[config.mk]
export PLATFORM = sky130hd
export DESIGN_NAME = program_launcher_flat
export DESIGN_NICKNAME = d
export VERILOG_FILES = /design/src/rtl/program_launcher_if.sv /design/src/rtl/program_launcher.sv /design/src/flat_wrapper.sv
export SDC_FILE = /design/constraint.sdc
export NUM_CORES = 1
export LEC_CHECK = 0
export BUFFER_PORTS_ARGS = -buffer_cell sky130_fd_sc_hd__buf_2
export CAP_MARGIN = 20
export CORE_MARGIN = 3
export CORE_UTILIZATION = 40
export DETAILED_ROUTE_END_ITERATION = 10
export SLEW_MARGIN = 40
export SYNTH_ARGS = -nofsm -noshare
export SYNTH_HDL_FRONTEND = slang
export SYNTH_SLANG_ARGS = --single-unit
[constraint.sdc]
create_clock -name clk -period 2.8 [get_ports clk]
set_input_delay 0.56 -clock clk [delete_from_list [all_inputs] [get_ports clk]]
set_output_delay 0.56 -clock clk [all_outputs]
set_load 0.02 [all_outputs]
[src/rtl/program_launcher_if.sv]
// Request/table/core/response signal bundle between a run sequencer and the program launcher.
// The master modport is the sequencer side; the slave modport is the launcher side.
interface program_launcher_if #(
  parameter int IDXW = 2
);
  logic            req_valid;
  logic            req_ready;
  logic [IDXW-1:0] req_prog;
  logic            tbl_wr_en;
  logic [IDXW-1:0] tbl_wr_idx;
  logic [7:0]      tbl_wr_data;
  logic            core_done;
  logic            abort;
  logic            start;
  logic [7:0]      start_addr;
  logic            busy;
  logic            rsp_valid;
  logic            rsp_ready;
  logic [15:0]     rsp_cycles;
  logic            rsp_timeout;

  modport master (
    output req_valid, req_prog, tbl_wr_en, tbl_wr_idx, tbl_wr_data,
    output core_done, abort, rsp_ready,
    input  req_ready, start, start_addr, busy, rsp_valid, rsp_cycles, rsp_timeout
  );

  modport slave (
    input  req_valid, req_prog, tbl_wr_en, tbl_wr_idx, tbl_wr_data,
    input  core_done, abort, rsp_ready,
    output req_ready, start, start_addr, busy, rsp_valid, rsp_cycles, rsp_timeout
  );
endinterface

[src/rtl/program_launcher.sv]
// Program launcher: looks up a slot's start address, holds the core at start for a fixed
// number of cycles, then times the run until done or timeout and reports the result.
module program_launcher #(
  parameter int NUM_PROGS    = 4,
  parameter int START_CYCLES = 2,
  parameter int TIMEOUT      = 4096
) (
  input  logic                 clk,
  input  logic                 rst_n,
  program_launcher_if.slave    bus
);
  localparam int          IDXW        = $clog2(NUM_PROGS);
  localparam logic [15:0] LAUNCH_LAST = 16'(START_CYCLES - 1);
  localparam logic [15:0] TIMEOUT_W   = 16'(TIMEOUT);

  typedef enum logic [1:0] {
    S_IDLE   = 2'd0,
    S_LAUNCH = 2'd1,
    S_RUN    = 2'd2,
    S_RESP   = 2'd3
  } state_t;

  state_t      r_state;
  logic [7:0]  r_tbl [NUM_PROGS];
  logic [15:0] r_launch_cnt;
  logic [15:0] r_run_cnt;
  logic        r_start;
  logic [7:0]  r_start_addr;
  logic        r_rsp_valid;
  logic [15:0] r_rsp_cycles;
  logic        r_rsp_timeout;

  logic [15:0] w_run_next;
  logic        w_timeout_hit;

  assign w_run_next    = r_run_cnt + 16'd1;
  assign w_timeout_hit = (w_run_next == TIMEOUT_W);

  assign bus.req_ready   = (r_state == S_IDLE);
  assign bus.busy        = (r_state != S_IDLE);
  assign bus.start       = r_start;
  assign bus.start_addr  = r_start_addr;
  assign bus.rsp_valid   = r_rsp_valid;
  assign bus.rsp_cycles  = r_rsp_cycles;
  assign bus.rsp_timeout = r_rsp_timeout;

  // Start-address table; a request in the same cycle as a write reads the old entry.
  always_ff @(posedge clk or negedge rst_n) begin
    if (!rst_n) begin
      for (int i = 0; i < NUM_PROGS; i++) begin
        r_tbl[i] <= 8'h00;
      end
    end else if (bus.tbl_wr_en) begin
      r_tbl[bus.tbl_wr_idx] <= bus.tbl_wr_data;
    end
  end

  // Launch/run/response sequencer with registered core and response outputs.
  always_ff @(posedge clk or negedge rst_n) begin
    if (!rst_n) begin
      r_state       <= S_IDLE;
      r_launch_cnt  <= 16'd0;
      r_run_cnt     <= 16'd0;
      r_start       <= 1'b1;
      r_start_addr  <= 8'h00;
      r_rsp_valid   <= 1'b0;
      r_rsp_cycles  <= 16'd0;
      r_rsp_timeout <= 1'b0;
    end else begin
      case (r_state)
        S_IDLE: begin
          r_start <= 1'b1;
          if (bus.req_valid) begin
            r_start_addr <= r_tbl[bus.req_prog[IDXW-1:0]];
            r_launch_cnt <= 16'd0;
            r_state      <= S_LAUNCH;
          end
        end
        S_LAUNCH: begin
          if (bus.abort) begin
            r_start <= 1'b1;
            r_state <= S_IDLE;
          end else if (r_launch_cnt == LAUNCH_LAST) begin
            r_start   <= 1'b0;
            r_run_cnt <= 16'd0;
            r_state   <= S_RUN;
          end else begin
            r_launch_cnt <= r_launch_cnt + 16'd1;
          end
        end
        S_RUN: begin
          // Done is checked before timeout so a done on the last allowed cycle is not a timeout.
          if (bus.abort) begin
            r_start <= 1'b1;
            r_state <= S_IDLE;
          end else if (bus.core_done || w_timeout_hit) begin
            r_start       <= 1'b1;
            r_rsp_valid   <= 1'b1;
            r_rsp_cycles  <= w_run_next;
            r_rsp_timeout <= ~bus.core_done;
            r_run_cnt     <= w_run_next;
            r_state       <= S_RESP;
          end else begin
            r_run_cnt <= w_run_next;
          end
        end
        S_RESP: begin
          r_start <= 1'b1;
          if (bus.rsp_ready) begin
            r_rsp_valid <= 1'b0;
            r_state     <= S_IDLE;
          end
        end
        default: begin
          r_start     <= 1'b1;
          r_rsp_valid <= 1'b0;
          r_state     <= S_IDLE;
        end
      endcase
    end
  end
endmodule

[src/flat_wrapper.sv]
// flat-port wrapper written by rule: the top's interface ports become plain ports
module program_launcher_flat 
#(
  parameter int NUM_PROGS    = 4,
  parameter int START_CYCLES = 2,
  parameter int TIMEOUT      = 4096
)
  (clk, rst_n, bus_req_valid, bus_req_prog, bus_tbl_wr_en, bus_tbl_wr_idx, bus_tbl_wr_data, bus_core_done, bus_abort, bus_rsp_ready, bus_req_ready, bus_start, bus_start_addr, bus_busy, bus_rsp_valid, bus_rsp_cycles, bus_rsp_timeout);
  program_launcher_if #(.IDXW(2)) bus_i ();
  input  logic clk;
  input  logic rst_n;
  input wire logic [$bits(bus_i.req_valid)-1:0] bus_req_valid;
  input wire logic [$bits(bus_i.req_prog)-1:0] bus_req_prog;
  input wire logic [$bits(bus_i.tbl_wr_en)-1:0] bus_tbl_wr_en;
  input wire logic [$bits(bus_i.tbl_wr_idx)-1:0] bus_tbl_wr_idx;
  input wire logic [$bits(bus_i.tbl_wr_data)-1:0] bus_tbl_wr_data;
  input wire logic [$bits(bus_i.core_done)-1:0] bus_core_done;
  input wire logic [$bits(bus_i.abort)-1:0] bus_abort;
  input wire logic [$bits(bus_i.rsp_ready)-1:0] bus_rsp_ready;
  output wire logic [$bits(bus_i.req_ready)-1:0] bus_req_ready;
  output wire logic [$bits(bus_i.start)-1:0] bus_start;
  output wire logic [$bits(bus_i.start_addr)-1:0] bus_start_addr;
  output wire logic [$bits(bus_i.busy)-1:0] bus_busy;
  output wire logic [$bits(bus_i.rsp_valid)-1:0] bus_rsp_valid;
  output wire logic [$bits(bus_i.rsp_cycles)-1:0] bus_rsp_cycles;
  output wire logic [$bits(bus_i.rsp_timeout)-1:0] bus_rsp_timeout;
  assign bus_i.req_valid = bus_req_valid;
  assign bus_i.req_prog = bus_req_prog;
  assign bus_i.tbl_wr_en = bus_tbl_wr_en;
  assign bus_i.tbl_wr_idx = bus_tbl_wr_idx;
  assign bus_i.tbl_wr_data = bus_tbl_wr_data;
  assign bus_i.core_done = bus_core_done;
  assign bus_i.abort = bus_abort;
  assign bus_i.rsp_ready = bus_rsp_ready;
  assign bus_req_ready = bus_i.req_ready;
  assign bus_start = bus_i.start;
  assign bus_start_addr = bus_i.start_addr;
  assign bus_busy = bus_i.busy;
  assign bus_rsp_valid = bus_i.rsp_valid;
  assign bus_rsp_cycles = bus_i.rsp_cycles;
  assign bus_rsp_timeout = bus_i.rsp_timeout;
  program_launcher #(.NUM_PROGS(NUM_PROGS), .START_CYCLES(START_CYCLES), .TIMEOUT(TIMEOUT)) u_core (.clk(clk), .rst_n(rst_n), .bus(bus_i));
endmodule
== Yosys cells after proc, flatten, opt, wreduce, memory -nomap -nowiden ==
Index checks and enable logic that the tools add are counted.

* Add/sub/neg operators: 2
* $lt $le $gt $ge: 3
* Equal/unequal tests: 14
* Mux-type cells: 29
* Bitwise gates (word level): 4
* Reductions and logical operators: 15

{| class="wikitable"
|+ Operator list
! kind !! number
|-
| $mux W16 || 6
|-
| $pmux W16 S2 || 2
|-
| $add A16 B1 Y16 const B || 2
|-
| $bwmux W32 || 1
|-
| $mux W8 || 3
|-
| $bmux W8 S2 || 1
|-
| $demux W8 S2 || 1
|-
| $eq A16 B1 Y1 const B || 1
|-
| $eq A16 B13 Y1 const B || 1
|-
| $reduce_and A4 Y1 || 4
|-
| $mux W2 || 6
|-
| $ne A2 B2 Y1 const B || 5
|-
| $pmux W2 S4 || 1
|-
| $reduce_bool A2 Y1 || 4
|-
| $ge A3 B3 Y1 const B || 2
|-
| $mux W1 || 6
|-
| $ne A3 B2 Y1 const B || 2
|-
| $not A2 Y3 || 2
|-
| $eq A2 B2 Y1 const B || 2
|-
| $ne A2 B1 Y1 const B || 2
|-
| $reduce_and A2 Y1 || 2
|-
| $lt A3 B1 Y1 const B || 1
|-
| $pmux W1 S3 || 1
|-
| $reduce_and A3 Y1 || 1
|-
| 7 further kinds || 8
|}

* Register bits after elaboration: 93
* Input port bits: 19
* Output and inout port bits: 29

== Depth between registers and ports, before layout ==
* Depth after elaboration: 6
* Depth in mapped cells: 9
* Mapped depth without buffers: 8

== Worst setup path after synthesis ==
Ideal clock, no wire load.

* Kind: register -> register
* Start: register u_core.r_run_cnt[1]
* End: register u_core.r_rsp_cycles[0], in the netlist u_core.bus.rsp_cycles[0]
* Data arrival time: 2.310 ns
* Setup slack: 0.420 ns
* Stages on the path, launching flop included: 8
* Period minus slack after synthesis: 2.380 ns
* Cells stage by stage: dfrtp_1 > ha_1 > nand3_2 > nor3_1 > mux2i_1 > nand4_4 > or4_1 > nand3_1

* Cells in the longest elaborated chain, start to end: 4

{| class="wikitable"
|+ Ends and longest elaborated chain
! element !! RTL line !! source
|-
| start, declared || program_launcher.sv:26 || <nowiki>logic [15:0] r_run_cnt;</nowiki>
|-
| start signal, assigned || program_launcher.sv:101 || <nowiki>r_run_cnt <= w_run_next;</nowiki>
|-
| start signal, assigned || program_launcher.sv:104 || <nowiki>r_run_cnt <= w_run_next;</nowiki>
|-
| $add A16 B1 Y16 || program_launcher.sv:36 || <nowiki>assign w_run_next = r_run_cnt + 16'd1;</nowiki>
|-
| $eq A16 B13 Y1 || program_launcher.sv:37 || <nowiki>assign w_timeout_hit = (w_run_next == TIMEOUT_W);</nowiki>
|-
| $logic_or A1 B1 Y1 || program_launcher.sv:96 || <nowiki>end else if (bus.core_done || w_timeout_hit) begin</nowiki>
|-
| $reduce_and A3 Y1 (no source line) || -- ||
|-
| end signal, assigned || program_launcher.sv:99 || <nowiki>r_rsp_cycles <= w_run_next;</nowiki>
|-
| end, declared || program_launcher.sv:30 || <nowiki>logic [15:0] r_rsp_cycles;</nowiki>
|}

No other way between the ends.
A chain may end at the register's enable or synchronous reset.

== Final worst setup path ==
* Start: register u_core.r_run_cnt[1]
* End: register u_core.r_rsp_cycles[12], in the netlist u_core.bus.rsp_cycles[12]

* Cells in the longest elaborated chain, start to end: 4

{| class="wikitable"
|+ Ends and longest elaborated chain
! element !! RTL line
|-
| $add A16 B1 Y16 * || program_launcher.sv:36
|-
| $eq A16 B13 Y1 || program_launcher.sv:37
|-
| $logic_or A1 B1 Y1 || program_launcher.sv:96
|-
| $reduce_and A3 Y1 (no source line) || --
|}

Every way passes the cells marked *; elsewhere a longest branch is shown, timed or not.

==> summary by stage <==
Clock tree
The number of gates given a new drive strength after cts is 0. In this run the number of H-tree levels came out at 3. The CTS tree is done. The number of buffers added by the clock tree synthesis step is 9. The number of hold buffers added after CTS was 0. After clock tree synthesis, the clock-pin slew on the worst setup and hold paths is about 0.06 ns.

At the later pin of the worst-skew pair, clock insertion delay measures 0.35 ns. The clock passes through at most 2 buffers. The root buffer cell chosen for the clock tree is sky130_fd_sc_hd__clkbuf_16. Counting every sink on the clock net gives 93. After clock tree synthesis, the setup repair step added 0 buffers.

Pwr
The ratio of total power to cell area is 685.6 nW/um^2. The worst vdd rail ir drop is around 570 uV. For this design the static power due to leakage is between 0.002 and 0.0025 uW.

Critical path
At the worst endpoint, the required time is 3.09 ns. The startpoint class of the critical path is a register. The worst-case reg-to-reg path depth is 8. By startpoint and endpoint, the worst setup path is classified as register to register. The count of buffer and inverter cells on the critical path is 1. The worst register-to-register path has a setup slack of around 0.24 ns. The worst endpoint data arrival time is between 2 and 3 ns. In this run the critical register-to-register path is launched from u_core.r_run_cnt[1].

In this run the worst path has a maximum fanout of 10. The reg-to-reg critical path endpoint is u_core.bus.rsp_cycles[12]. The critical path goes through ha_1, nand3_2, nor3_1, mux2i_1, nand4_4, buf_4, mux2_1, nand2_1.

Among cell families on the critical path, the largest total delay comes from simple AND/OR/NAND/NOR gates. STA classifies the critical path endpoint as a register. The cell at the slowest stage of the critical path is sky130_fd_sc_hd__dfrtp_1. For this run, the slowest stage of the critical path takes roughly 0.49 ns.

Logic synthesis
Summing the sequential cell areas from Yosys gives a little under half of the chip area. The number of synthesis warnings is 0. After synthesis, the cell types taking the most area are sky130_fd_sc_hd__dfrtp_1, sky130_fd_sc_hd__mux2_2, sky130_fd_sc_hd__nand2_1. The cell area that synthesis handed to floorplanning was between 4000 and 5000 um^2. The average cell area after synthesis is approximately 10 um^2. The proportion of register bits with asynchronous set or reset after synthesis is 100.0%. Summed over its instances, the top area cell type makes up a little under half of the synthesized netlist area.

For this run, the leading register cell type out of synthesis is sky130_fd_sc_hd__dfrtp_1. The count of unique library cells instantiated by Yosys is 55. Counting every instance in the synthesized netlist gives about 480. The post-synthesis register bit count is 93. The cell taking the most area after synthesis is sky130_fd_sc_hd__dfrtp_1.

The count of flip-flops with a built-in enable after synthesis is 0. The net count of the mapped netlist is between 400 and 500.

Placement
The number of buffers added on ports is 47. At the placement stage, the worst setup path has a slack of approximately 0.25 ns. The wire-length estimate of the detail-placed layout is 7781 um.

The number of placed instances, taps included is ~660. The congestion estimate from routability-driven global placement came to ~0.8.

Timing
The number of slew-limit violations in the final report is 0. Counting I/O delays and the setup requirement, the final critical path takes roughly 2.6 ns. The share of the cycle needed by the critical path after routing is roughly nine tenths.

The summed negative setup slack over all endpoints is 0 ns. Based on the critical path, the design can be clocked at up to around 0.39 GHz. The final setup skew is 0.006986 ns.

Setup repair after global routing left no endpoint under its margin. The transition time of the tightest slew-check pin is between 0.4 and 0.5 ns. The number of failing setup endpoints in the final timing report is 0.

The number of hold violations in the final report is 0. In the post-route analysis, the smallest setup slack over all paths is between 0.2 and 0.25 ns. The worst max-slew margin expressed relative to the limit is between 60 and 70%.

Global routing
The number of global-route vias before repair is around 3700. For this run the aggregate overflow at the end of global routing stands at 0. Entering global routing, the biggest net connects a little under 60 pins. The initial antenna violation count is 0. Global routing used between 15 and 20% of the available tracks across all layers. The global-route wire length before repair is approximately 19000 um.

Final layout
Leaving out fill and tap cells, the most frequent cells in the layout are sky130_fd_sc_hd__dfrtp_1, sky130_fd_sc_hd__nand2_1, sky130_fd_sc_hd__buf_2. Once layout is complete, the utilization of the core stands at 48.15%. The most frequent standard cell in the layout excluding fill and tap cells is sky130_fd_sc_hd__dfrtp_1. 0 antenna diodes ended up in the layout. The area growth from synthesis to final layout is 14.86%. The fraction of final layout cells sized beyond drive strength 1 is approximately a quarter. The final cell count without fillers is about 670.

For this run, the post-layout net count is ~550.

Routing
The via count is between 3000 and 4000. The first routing iteration left roughly 300 violations. The first detailed-routing pass took 4 iterations.

After detailed routing, the average wire length per cell comes to around 17 um. The detail route stage leaves a number of antenna-violating nets equal to 0. Dividing the detail-routed via count by the number of cells gives ~5.6. The number of design rule violations left after detail routing is 0. Summed over all layers, the routed wires come to about 11000 um.

Die
In this run the vertical extent of the chip is ~120 um. In this run the horizontal extent of the chip is between 100 and 150 um. The initial utilization of the core area, before any placement, comes to about two fifths. The floorplan has 39 rows. The total die area is 13640 um^2. The area inside the core boundary is 11710 um^2. The I/O pin total is 48.

Flow run
The count of max-cap constraint violations is 0.

Status
The run finished with clean final reports.

Min path
The worst hold path belongs to the class input pin to asynchronous set/reset pin.
==> where the power goes <==
| group | total, uW | internal (uW) | switching (uW) |
|---|---|---|---|
| logic | 975 | 426 | 549 |
| registers | 1720 | 1560 | 162 |
| clock network | 1170 | 616 | 558 |
==> flip-flops by register name (all words and copies together), names as in the netlist <==
register	cells
u_core.r_launch_cnt	16
u_core.bus.rsp_timeout	1
u_core.r_state	2
u_core.bus.rsp_valid	1
u_core.bus.start	1
u_core.r_run_cnt	16
u_core.bus.start_addr	8
u_core.bus.rsp_cycles	16
u_core.r_tbl	32
==> how the worst max path moves through the flow <==
stage | endpoint | cells after the start | start | slack [ns]
floorplan | u_core.bus.rsp_cycles[0] | 7 | u_core.r_run_cnt[1] | 0.42
global placement | u_core.bus.rsp_cycles[12] | 8 | u_core.r_run_cnt[0] | 0.32
detailed placement | u_core.bus.rsp_cycles[12] | 8 | u_core.r_run_cnt[0] | 0.25
CTS | u_core.bus.rsp_cycles[12] | 8 | u_core.r_run_cnt[1] | 0.23
global route | u_core.bus.rsp_cycles[12] | 8 | u_core.r_run_cnt[1] | 0.02
finish | u_core.bus.rsp_cycles[12] | 8 | u_core.r_run_cnt[1] | 0.24
==> cells by family after synthesis <==
family	Yosys count	synth area share, %
AOI/OAI and AO/OA	67	9.073
buffers and inverters	36	3.007
xor gates and xnor gates	28	4.995
and+or+nand+nor	197	21.00
adders and majority gates	3	0.7646
muxes	51	13.74
DFF	93	47.43
==> stage by stage <==
step / total power, uW / hold WS (ns) / area (um^2)
2_1_floorplan: 2394 / 0.2644 / 4910
3_3_place_gp: 2707 / 0.4833 / 5356
3_5_place_dp: 2727 / 0.4885 / 5356
4_1_cts: 3911 / 0.1916 / 5639
5_1_grt: 4091 / 0.2000 / 5639
6_report: 3866 / 0.1727 / 5639
==> per-layer routing <==
| layer | part of all wire, % | GRT usage [%] | vias to the layer above |
|---|---|---|---|
| li1 | - | - | 1802 |
| met1 | 46 | 23.11 | 1845 |
| met2 | 48 | 28.25 | 88 |
| met3 | 5.2 | 5.604 | 7 |
| met4 | 0.98 | 4.281 | 0 |
| met5 | 0 | 0 | - |
==> Yosys cell counts (7+ instances only) <==
library cell	n
sky130_fd_sc_hd__buf_2	9
sky130_fd_sc_hd__mux4_2	8
sky130_fd_sc_hd__a21oi_1	11
sky130_fd_sc_hd__nor2b_1	16
sky130_fd_sc_hd__xor2_1	7
sky130_fd_sc_hd__nor3_1	11
sky130_fd_sc_hd__nor4_1	8
sky130_fd_sc_hd__dfrtp_1	92
sky130_fd_sc_hd__a221oi_1	15
sky130_fd_sc_hd__o21ai_0	20
sky130_fd_sc_hd__xnor2_1	21
sky130_fd_sc_hd__nand2_1	65
sky130_fd_sc_hd__inv_1	7
sky130_fd_sc_hd__mux2_2	40
sky130_fd_sc_hd__clkbuf_1	17
sky130_fd_sc_hd__nand3_1	12
sky130_fd_sc_hd__nor2_1	38
==> area by class of cell <==
| cell class | count | area [um^2] |
|---|---|---|
| Clock inverter | 7 | 57.56 |
| Multi-Input combinational cell | 346 | 2434 |
| Sequential cell | 93 | 2328 |
| Inverter | 8 | 30.03 |
| Timing Repair Buffer | 65 | 385.4 |
| Clock buffer | 9 | 225.2 |
| Fill cell | 1105 | 6072 |
| Tap cell | 143 | 178.9 |
No activity file was read; power rests on OpenSTA's default activity.
